===== src/rtl/reaction_session_controller.sv =====
// Multi-round reaction-time session sequencer: pseudo-random foreperiod, stimulus,
// ms-resolution reaction measurement, false-start handling, best/average statistics.
module reaction_session_controller #(
   parameter int unsigned CLKS_PER_MS      = 50,
   parameter int unsigned MIN_DELAY_MS     = 1000,
   parameter int unsigned DELAY_RANGE_LOG2 = 12,
   parameter int unsigned ROUNDS_LOG2      = 2,
   parameter int unsigned MAX_MS           = 9999,
   parameter logic [15:0] LFSR_SEED        = 16'hACE1
) (
   input  logic                   clk,
   input  logic                   rst,
   input  logic                   btn_start,
   input  logic                   btn_user,
   output logic                   led_react,
   output logic                   busy,
   output logic                   false_start,
   output logic                   result_valid,
   output logic [13:0]            result_ms,
   output logic [13:0]            best_ms,
   output logic [13:0]            avg_ms,
   output logic [ROUNDS_LOG2-1:0] round_idx,
   output logic                   session_done
);

   localparam int unsigned PW = (CLKS_PER_MS > 2) ? $clog2(CLKS_PER_MS) : 1;
   localparam int unsigned DW = $clog2(MIN_DELAY_MS + (1 << DELAY_RANGE_LOG2) + 1);
   localparam int unsigned SW = 14 + ROUNDS_LOG2;
   localparam logic [15:0] RAND_MASK = 16'((32'd1 << DELAY_RANGE_LOG2) - 32'd1);
   localparam logic [PW-1:0] PRESC_TC = PW'(CLKS_PER_MS - 1);
   localparam logic [13:0] MAX_CNT = 14'(MAX_MS);

   typedef enum logic [2:0] {
      S_IDLE,
      S_ARM,
      S_WAIT,
      S_REACT,
      S_RECORD,
      S_RESULT,
      S_FOUL,
      S_DONE
   } state_t;

   state_t                 state_q, state_d;
   logic [15:0]            lfsr_q, lfsr_d;
   logic [PW-1:0]          presc_q, presc_d;
   logic [DW-1:0]          delay_q, delay_d;
   logic [13:0]            ms_cnt_q, ms_cnt_d;
   logic [13:0]            result_q, result_d;
   logic                   rvalid_q, rvalid_d;
   logic                   foul_q, foul_d;
   logic [13:0]            best_q, best_d;
   logic [13:0]            avg_q, avg_d;
   logic [SW-1:0]          sum_q, sum_d;
   logic [ROUNDS_LOG2-1:0] round_q, round_d;
   logic                   tick;

   // Galois LFSR, free-running in every state so the foreperiod depends on start timing
   always_comb begin
      lfsr_d = lfsr_q >> 1;
      if (lfsr_q[0]) lfsr_d = (lfsr_q >> 1) ^ 16'hB400;
   end

   assign tick = (presc_q == PRESC_TC);

   always_ff @(posedge clk) begin
      if (rst) begin
         state_q  <= S_IDLE;
         lfsr_q   <= LFSR_SEED;
         presc_q  <= '0;
         delay_q  <= '0;
         ms_cnt_q <= '0;
         result_q <= '0;
         rvalid_q <= 1'b0;
         foul_q   <= 1'b0;
         best_q   <= MAX_CNT;
         avg_q    <= '0;
         sum_q    <= '0;
         round_q  <= '0;
      end else begin
         state_q  <= state_d;
         lfsr_q   <= lfsr_d;
         presc_q  <= presc_d;
         delay_q  <= delay_d;
         ms_cnt_q <= ms_cnt_d;
         result_q <= result_d;
         rvalid_q <= rvalid_d;
         foul_q   <= foul_d;
         best_q   <= best_d;
         avg_q    <= avg_d;
         sum_q    <= sum_d;
         round_q  <= round_d;
      end
   end

   always_comb begin
      state_d  = state_q;
      presc_d  = '0;
      delay_d  = delay_q;
      ms_cnt_d = ms_cnt_q;
      result_d = result_q;
      rvalid_d = 1'b0;
      foul_d   = 1'b0;
      best_d   = best_q;
      avg_d    = avg_q;
      sum_d    = sum_q;
      round_d  = round_q;

      unique case (state_q)
         S_IDLE: begin
            if (btn_start) state_d = S_ARM;
         end
         S_ARM: begin
            delay_d  = DW'(MIN_DELAY_MS) + DW'(lfsr_q & RAND_MASK);
            ms_cnt_d = '0;
            state_d  = S_WAIT;
         end
         S_WAIT: begin
            if (btn_user) begin
               state_d = S_FOUL;
               foul_d  = 1'b1;
            end else if (tick) begin
               // a zero-length foreperiod also fires on the first tick
               if (delay_q <= DW'(1)) begin
                  delay_d  = '0;
                  ms_cnt_d = '0;
                  state_d  = S_REACT;
               end else begin
                  delay_d = delay_q - DW'(1);
               end
            end else begin
               presc_d = presc_q + PW'(1);
            end
         end
         S_REACT: begin
            if (btn_user) begin
               state_d = S_RECORD;
            end else if (tick) begin
               if (ms_cnt_q >= MAX_CNT - 14'd1) begin
                  ms_cnt_d = MAX_CNT;
                  state_d  = S_RECORD;
               end else begin
                  ms_cnt_d = ms_cnt_q + 14'd1;
               end
            end else begin
               presc_d = presc_q + PW'(1);
            end
         end
         S_RECORD: begin
            result_d = ms_cnt_q;
            rvalid_d = 1'b1;
            sum_d    = sum_q + SW'(ms_cnt_q);
            if (ms_cnt_q < best_q) best_d = ms_cnt_q;
            round_d  = round_q + 1'b1;
            if (round_q == '1) begin
               avg_d   = 14'(sum_d >> ROUNDS_LOG2);
               state_d = S_DONE;
            end else begin
               state_d = S_RESULT;
            end
         end
         S_RESULT: begin
            if (btn_start) state_d = S_ARM;
         end
         S_FOUL: begin
            if (btn_start) state_d = S_ARM;
         end
         S_DONE: begin
            if (btn_start) begin
               sum_d   = '0;
               best_d  = MAX_CNT;
               round_d = '0;
               avg_d   = '0;
               state_d = S_ARM;
            end
         end
         default: state_d = S_IDLE;
      endcase
   end

   assign led_react    = (state_q == S_REACT);
   assign busy         = (state_q == S_ARM) || (state_q == S_WAIT) ||
                         (state_q == S_REACT) || (state_q == S_RECORD);
   assign session_done = (state_q == S_DONE);
   assign false_start  = foul_q;
   assign result_valid = rvalid_q;
   assign result_ms    = result_q;
   assign best_ms      = best_q;
   assign avg_ms       = avg_q;
   assign round_idx    = round_q;

endmodule


===== config.mk =====
export PLATFORM = sky130hd
export DESIGN_NAME = reaction_session_controller
export DESIGN_NICKNAME = d
export VERILOG_FILES = /design/src/rtl/reaction_session_controller.sv
export SDC_FILE = /design/constraint.sdc
export NUM_CORES = 1
export LEC_CHECK = 0
export BUFFER_PORTS_ARGS = -buffer_cell sky130_fd_sc_hd__clkbuf_2
export CORE_ASPECT_RATIO = 0.9
export CORE_MARGIN = 2
export CORE_UTILIZATION = 35
export CTS_BUF_LIST = sky130_fd_sc_hd__clkbuf_4 sky130_fd_sc_hd__clkbuf_8 sky130_fd_sc_hd__clkbuf_16
export DETAILED_ROUTE_END_ITERATION = 16
export PLACE_DENSITY_LB_ADDON = 0.1
export SLEW_MARGIN = 20
export SYNTH_ARGS = -nofsm -noshare
export SYNTH_HDL_FRONTEND = slang
export SYNTH_SLANG_ARGS = --single-unit
export TNS_END_PERCENT = 20

===== constraint.sdc =====
create_clock -name clk -period 2.1 [get_ports clk]
set_input_delay 0 -clock clk [delete_from_list [all_inputs] [get_ports clk]]
set_output_delay 0 -clock clk [all_outputs]
set_load 0.01 [all_outputs]

Yosys cells after proc, flatten, opt, wreduce, memory -nomap -nowiden:

Index checks and enable logic that the tools add are counted.
W data, S select, Z words.

* bits in registers: 114
* word-level logic and storage cells: 96

* magnitude comparators: 3
* equality and inequality tests: 22
* bitwise gates (word level): 3
* muxes and demuxes: 33
* reduce and logical (&&, ||, !) cells: 17
* add/sub/neg operators: 6

Operators by type and width (number)
* $mux W14: 10
* $pmux W14 S2: 2
* $pmux W14 S3: 1
* $mux W13: 3
* $mux W16: 2
* $pmux W16 S2: 1
* $pmux W13 S2: 1
* $mux W3: 7
* $add A16 B14 Y16: 1
* $pmux W3 S5: 1
* $add A14 B1 Y14 const B: 1
* $ge A14 B14 Y1 const B: 1
* $lt A14 B14 Y1: 1
* $ne A2 B2 Y1 const B: 7
* $add A10 B12 Y13 const A: 1
* $le A13 B1 Y1 const B: 1
* $sub A13 B1 Y13 const B: 1
* $eq A3 B3 Y1 const B: 4
* $reduce_and A3 Y1: 3
* $reduce_or A4 Y1: 2
* $add A6 B1 Y6 const B: 1
* $eq A3 B2 Y1 const B: 2
* $eq A6 B6 Y1 const B: 1
* $ne A3 B2 Y1 const B: 2
* 18 further kinds: 27

Longest topological paths before layout:

Gate-level depths: netlist (run 1).

* depth in word-level cells: 5
* gate-level depth with buffers: 9
* depth with buffers taken out: 9

Worst setup path after synthesis (run 1):

No wires, ideal clock.

* path type: register to register
* start: register ms_cnt_q[0]
* end: register avg_q[10], in the netlist avg_ms[10]
* arrival time: 2.079 ns
* stages on the path, launching flop included: 10
* required time: 2.030 ns
* slack: -0.050 ns
* cell sequence: dfxtp_1 > ha_1 > inv_1 > fa_1 > nor2b_1 > o2111ai_1 > a31oi_1 > mux2i_1 > o21ai_0 > a21oi_1

* word-level cells in the longest chain between the ends: 3

RTL lines
* from (decl): RTL line 48 `logic [13:0] ms_cnt_q, ms_cnt_d;`
* from (signal assigned): RTL line 85 `ms_cnt_q <= ms_cnt_d;`
* $add A16 B14 Y16: RTL line 152 `sum_d = sum_q + SW'(ms_cnt_q);`
* $mux W14: RTL line 155 `if (round_q == '1) begin`
* $pmux W14 S2: RTL line 109 `unique case (state_q)`
* to (signal assigned): RTL line 90 `avg_q <= avg_d;`
* to (decl): RTL line 53 `logic [13:0] avg_q, avg_d;`

No other way between the ends. The select of a mux whose other input is x is not followed.
A chain may end at the register's enable or synchronous reset.

Final worst setup path (run 1):

* start: register ms_cnt_q[0]
* end: register state_q[0]

* word-level cells in the longest chain between the ends: 3

RTL lines
* $ge A14 B14 Y1: RTL line 139 `if (ms_cnt_q >= MAX_CNT - 14'd1) begin`
* $ne A3 B2 Y1 (no line)
* $reduce_and A5 Y1 (no line)
* to (signal assigned): RTL line 81 `state_q <= state_d;`
* to (decl): RTL line 44 `state_t state_q, state_d;`

No other way between the ends.

==> impl_metrics.tcl, run 1 <==
set metrics [dict create \
    outcome "finished, final reports clean" \
    syn2layout_area_growth_pct 29.8 \
    vias 5888 \
    period_share 0.972 \
    fin_nets 908 \
    required_ps 2430 \
    syn_nets 797 \
    fp.dieH_um 130 \
    busiest_layer "met2" \
    grt_pass1_wl_mm 29.4 \
    vias_per_cell 5.25 \
    final_cells 1121 \
    tns_ps 0 \
    syn_area_um2 6190 \
    setup.worst_path.end_class "register" \
    synth.yosys.warnings 0 \
    drt-initial-drc-count 390 \
    holdWs_ps 79.5 \
    leakagePower_nw 3.35 \
    synth_cell_types 70 \
    setup_viol 0 \
    core_area_um2 17500 \
    arrival_ps 2370 \
    cts_tree "yes" \
    dpl.hpwl_mm 12.8 \
    clockRootBuffer "clkbuf_16" \
    dp_cells 1083 \
    start_kind "register" \
    drv_cap 0 \
    drt_wl_total_mm 18.2 \
    hold_violations 0 \
    slew_violations 0 \
    io_buffers 52 \
    dr.pass1.iters 5 \
    yosys.area.top_type "dfxtp_1" \
    gr-total-overflow 0 \
    power_density_nw_per_um2 839 \
    start_util 0.354 \
    grt_pass1_vias 5535 \
    clk_pin_slew_ps 50 \
    synth_seq_cells 114 \
    cts_max_level 4 \
    min_path_type "in -> reg" \
    synth-compound-area-share 0.208 \
    final_antenna_net_count 0 \
    synth_top_area_frac 0.368 \
    drcViolationCount 0 \
    met3_usage 0.0393 \
    yosys-top-cells-count "dfxtp_1, nand2_1, nor2_1" \
    use_met1 0.279 \
    rsz0062_at_grt "true" \
    syn_avg_cell_area_um2 8.18 \
    synth-edff-count 0 \
    grtUsageMet2 0.314 \
    yosys.area_share.simple 0.245 \
    clock_sinks 114 \
    finalPower_mw 6.75 \
    antenna_found_initial 0 \
    fp.dieArea_um2 18800 \
    synthAdderAreaFrac 0.0739 \
    cp_max_fo 6 \
    die_w_um 144 \
    max_slew.worst_pin.slew_ps 1090 \
    synth_top_family_by_area "simple AND/OR/NAND/NOR gates" \
    async_reset_ff_frac 0 \
    synthMostInstantiatedCell "dfxtp_1" \
    synth_mux_area_frac 0.0323 \
    synthTopCellsByArea "dfxtp_1, ha_1, a21oi_1" \
    gp_routability_congestion 0.895 \
    seq_area_frac_synth 0.368 \
    grt_max_degree 65 \
    cts_buffers 17 \
    drive_gt1_frac 0.250 \
    yosys.area_share.xor_xnor 0.0283 \
    slew_headroom 0.275 \
    rows 46 \
    period_needed_ps 2040 \
    timing.fmax_ghz 0.490 \
    wire_per_inst_um 16.2 \
    antenna_cells 0 \
    netlist_instances 757 \
    clock_latency_ps 420 \
    synth_ff_type "dfxtp_1" \
    fin_skew_ps 9.58 \
    cts_max_path_buffers 2 \
    ir_drop_mv 0.555 \
    grt_use_total 0.201 \
    io_pins 53 \
    worst-setup-path-type "reg -> reg" \
]
cells by family (layout without fill, tap and decap cells):
group,count (synthesis),after routing
multiplexers,20,20
AND/OR/NAND/NOR,305,305
XOR/XNOR,20,20
AO/OA/AOI/OAI,196,196
flip-flops,114,114
adder cells (fa/ha/maj),36,36
buffers and inverters,66,190
power by group:
group	leakage, nW	switching (mW)	internal, mW
Clock	0.311	1.03	2.10
Combinational	2.11	0.754	0.500
Sequential	0.929	0.101	2.26
Total	3.35	1.89	4.86
registers in the layout (all words and copies together), names as in the netlist:
name / flops
lfsr_q: 16
sum_q: 16
avg_ms: 14
best_ms: 14
ms_cnt_q: 14
result_ms: 14
delay_q: 13
presc_q: 6
state_q: 3
round_idx: 2
false_start: 1
result_valid: 1
placed cells by master, fill, tap and decap left out, drive strengths merged, types with 15 or more instances in the layout:
cell,synthesis,routed
nand2,85,85
nor2,80,80
nor3,17,17
a21oi,65,65
mux2i,20,20
a22oi,15,15
nand3,28,28
buf,11,78
dfxtp,114,114
clkbuf,27,74
ha,35,35
o21ai,35,35
inv,28,28
layout make-up:
| type | count | area [um2] |
|---|---|---|
| fill | 1755 | 9450 |
| multi-input combinational | 577 | 3810 |
| sequential | 114 | 2290 |
| timing repair buffer | 130 | 897 |
| clock buffer | 23 | 483 |
| tap | 240 | 300 |
| clock inverter | 9 | 154 |
| inverter | 28 | 105 |
path summary, 6_finish.rpt:
path | start | endpoint | cells after the start | slack (ps)
hold reg to reg | lfsr_q[12]$_SDFF_PP0_ | lfsr_q[11]$_SDFF_PP1_ | 1 | 410
setup reg to reg | ms_cnt_q[0]$_SDFFE_PP0P_ | state_q[0]$_SDFFE_PP0P_ | 9 | 60
hold / removal | rst | round_idx[1]$_SDFFE_PP0P_ | 2 | 80
setup / recovery | ms_cnt_q[0]$_SDFFE_PP0P_ | state_q[0]$_SDFFE_PP0P_ | 9 | 60
metrics by stage:
| step | util | worst slack [ps] | instance area, um2 |
|---|---|---|---|
| after global placement | 0.409 | -57.2 | 7150 |
| after detailed placement | 0.409 | -83.7 | 7150 |
| after CTS | 0.449 | -27.2 | 7850 |
| after global routing | 0.460 | -80.2 | 8040 |
| final | 0.460 | 57.9 | 8040 |
| after floorplan | - | 23.9 | 6200 |
layer usage:
metal	wire length, um	vias to the layer above
met5	0	-
met4	265	0
met3	674	14
met2	8190	122
met1	9060	2810
li1	-	2942
critical path, cell delays in order, from the launching register on:
cell and delay, ps:
dfxtp_2 330, buf_6 120, inv_1 40, ha_1 190, o211ai_1 210, a21oi_2 100, o31ai_4 350, o21ai_0 130
a22o_1 200, a221oi_2 280
what timing repair did:
item	4_1_cts	5_1_grt
pin swaps	6	15
gates cloned	0	1
setup buffers	0	4
hold buffers	1	0
setup endpoints to repair	25	42
hold endpoints to repair	1	0
resized for setup	8	41
Note: power is estimated with default switching activity, not from simulation.
==> run 2, diff against run 1 <==
--- a/config.mk
+++ b/config.mk
@@ -8,7 +8,7 @@
 export BUFFER_PORTS_ARGS = -buffer_cell sky130_fd_sc_hd__clkbuf_2
 export CORE_ASPECT_RATIO = 0.9
 export CORE_MARGIN = 2
-export CORE_UTILIZATION = 35
+export CORE_UTILIZATION = 54
 export CTS_BUF_LIST = sky130_fd_sc_hd__clkbuf_4 sky130_fd_sc_hd__clkbuf_8 sky130_fd_sc_hd__clkbuf_16
 export DETAILED_ROUTE_END_ITERATION = 16
 export PLACE_DENSITY_LB_ADDON = 0.1
==> constraint.sdc (replaced) <==
create_clock -name clk -period 2.1 [get_ports clk]
set_input_delay 0 -clock clk [delete_from_list [all_inputs] [get_ports clk]]
set_output_delay 0 -clock clk [all_outputs]
set_load 0.05 [all_outputs]
==> run 2 against run 1 <==
Against the previous run: the run now ends with negative setup slack left; non-clock buffer count shrank 2; flip-flop and latch count is the same; routed wire length fell by 3.6%; total power up 1.4%; largest cell class unchanged; highest routed layer unchanged.
==> impl_metrics.tcl, run 2 (synthesis gave the netlist of run 1 again) <==
set metrics [dict create \
    grtUsageMet2 0.460 \
    min_path_cells 3 \
    regToRegSetupSlack_ps -30 \
    vias_per_cell 5.85 \
    busiest_layer "met2" \
    io_buffers 52 \
    start_kind "register" \
    drcViolationCount 0 \
    start_util 0.548 \
    drv_cap 0 \
    worst-setup-path-type "reg -> reg" \
    io_pins 53 \
    gp_routability_congestion 0.932 \
    grt_pass1_wl_mm 28.3 \
    grt_use_total 0.294 \
    cts_buffers 17 \
    arrival_ps 2500 \
    clk_pin_slew_ps 60 \
    violations "negative setup slack" \
    cts_max_path_buffers 2 \
    core_area_um2 11300 \
    fin_area_um2 7980 \
    wire_per_inst_um 16.9 \
    layout_commonest_cell "dfxtp_1" \
    dpl.hpwl_mm 12.0 \
    n_fill_cell 929 \
    fp.dieArea_um2 12300 \
    use_met1 0.401 \
    ir_drop_mv 0.690 \
    final_antenna_net_count 0 \
    syn2layout_area_growth_pct 28.9 \
    place_area_um2 7020 \
    dr.pass1.iters 5 \
    outcome "finished with violations" \
    drt_wl_total_mm 17.5 \
    cts_max_level 4 \
    cp_max_fo 5 \
    setup_viol 2 \
    dp_cells 994 \
    holdCritStartpoint "btn_start" \
    min_path_type "in -> reg" \
    timing.rr.start "ms_cnt_q[1]$_SDFFE_PP0P_" \
    max_slew.worst_pin.slew_ps 834 \
    slew_violations 0 \
    period_share 1.02 \
    rr_endpoint "avg_ms[13]$_SDFFE_PP0P_" \
    cts_tree "yes" \
    clock_latency_ps 430 \
    drive_gt1_frac 0.263 \
    clockRootBuffer "clkbuf_16" \
    vias 6055 \
    slew_headroom 0.444 \
    rows 37 \
    hold_violations 0 \
    gr-total-overflow 0 \
    required_ps 2470 \
    r2r_cells 7 \
    layout_common_cells "dfxtp_1, nand2_1, nor2_1" \
    period_needed_ps 2130 \
    clock_sinks 114 \
    pre_cts_slack_ps -149 \
    antenna_found_initial 0 \
    finalPower_mw 6.84 \
    setup.worst_path.end_class "register" \
    power_density_nw_per_um2 857 \
    die_w_um 117 \
    drt-initial-drc-count 409 \
    grt_pass1_vias 5671 \
    grt_max_degree 91 \
    fin_skew_ps 7.10 \
    antenna_cells 0 \
    setup_ws_ps -32.2 \
    reg.largest.list "lfsr_q: 16 flops, sum_q: 16 flops" \
    fp.dieH_um 106 \
    timing.fmax_ghz 0.469 \
    met3_usage 0.0656 \
    rsz0062_at_grt "true" \
    final_util 0.707 \
    fin_nets 906 \
    min_to "sum_q[15]$_SDFFE_PP0P_" \
    leakagePower_nw 3.32 \
    final_cells 1035 \
]
run 2: stage by stage:
stage          TNS, ps  hold slack, ps
2_1_floorplan    -12.6             162
3_3_place_gp      -367             346
3_5_place_dp      -704             357
4_1_cts          -34.7            67.9
5_1_grt          -1040             135
6_report         -36.3            92.6
run 2: worst max path at each step:
stage | startpoint | to | slack, ps | cells after the start
global route | ms_cnt_q[1]$_SDFFE_PP0P_ | avg_ms[13]$_SDFFE_PP0P_ | -100 | 7
global placement | ms_cnt_q[0]$_SDFFE_PP0P_ | ms_cnt_q[6]$_SDFFE_PP0P_ | -130 | 9
detailed placement | ms_cnt_q[0]$_SDFFE_PP0P_ | ms_cnt_q[6]$_SDFFE_PP0P_ | -150 | 9
finish | ms_cnt_q[1]$_SDFFE_PP0P_ | avg_ms[13]$_SDFFE_PP0P_ | -30 | 7
CTS | sum_q[0]$_SDFFE_PP0P_ | avg_ms[12]$_SDFFE_PP0P_ | -20 | 11
floorplan | ms_cnt_q[1]$_SDFFE_PP0P_ | avg_ms[10]$_SDFFE_PP0P_ | -6 | 8
run 2: layer usage:
layer  up-vias  wire length, um
met5         -                0
met4         0              284
met3        26             1010
met2       212             8210
met1      2873             8040
li1       2944                -
run 2: repair_timing:
action	4_1_cts	5_1_grt
endpoints found under the hold margin	2	0
hold buffers	1	0
setup buffers	1	7
gates resized for setup	7	49
pin swaps	3	17
setup endpoints to repair	21	37
run 2: area by class of cell:
class                      count  area, um2  area share
timing repair buffer         128        875       0.110
sequential                   114       2310       0.289
tap                          156        195      0.0245
multi-input combinational    577       3850       0.483
clock buffer                  17        425      0.0533
inverter                      28        105      0.0132
clock inverter                15        220      0.0276
run 2: power breakdown:
part / leakage, nW / switching [mW] / internal [mW]
clock network: 0.313 / 1.15 / 2.02
registers: 0.929 / 0.100 / 2.26
logic: 2.08 / 0.821 / 0.486
run 2: worst max-delay path: stages, from the launching register on:
cell and delay (ps):
dfxtp_2 350, ha_4 270, a211oi_2 60, o21bai_1 220, o22ai_2 170, o41a_1 480
or4_1 410, nand3_1 100
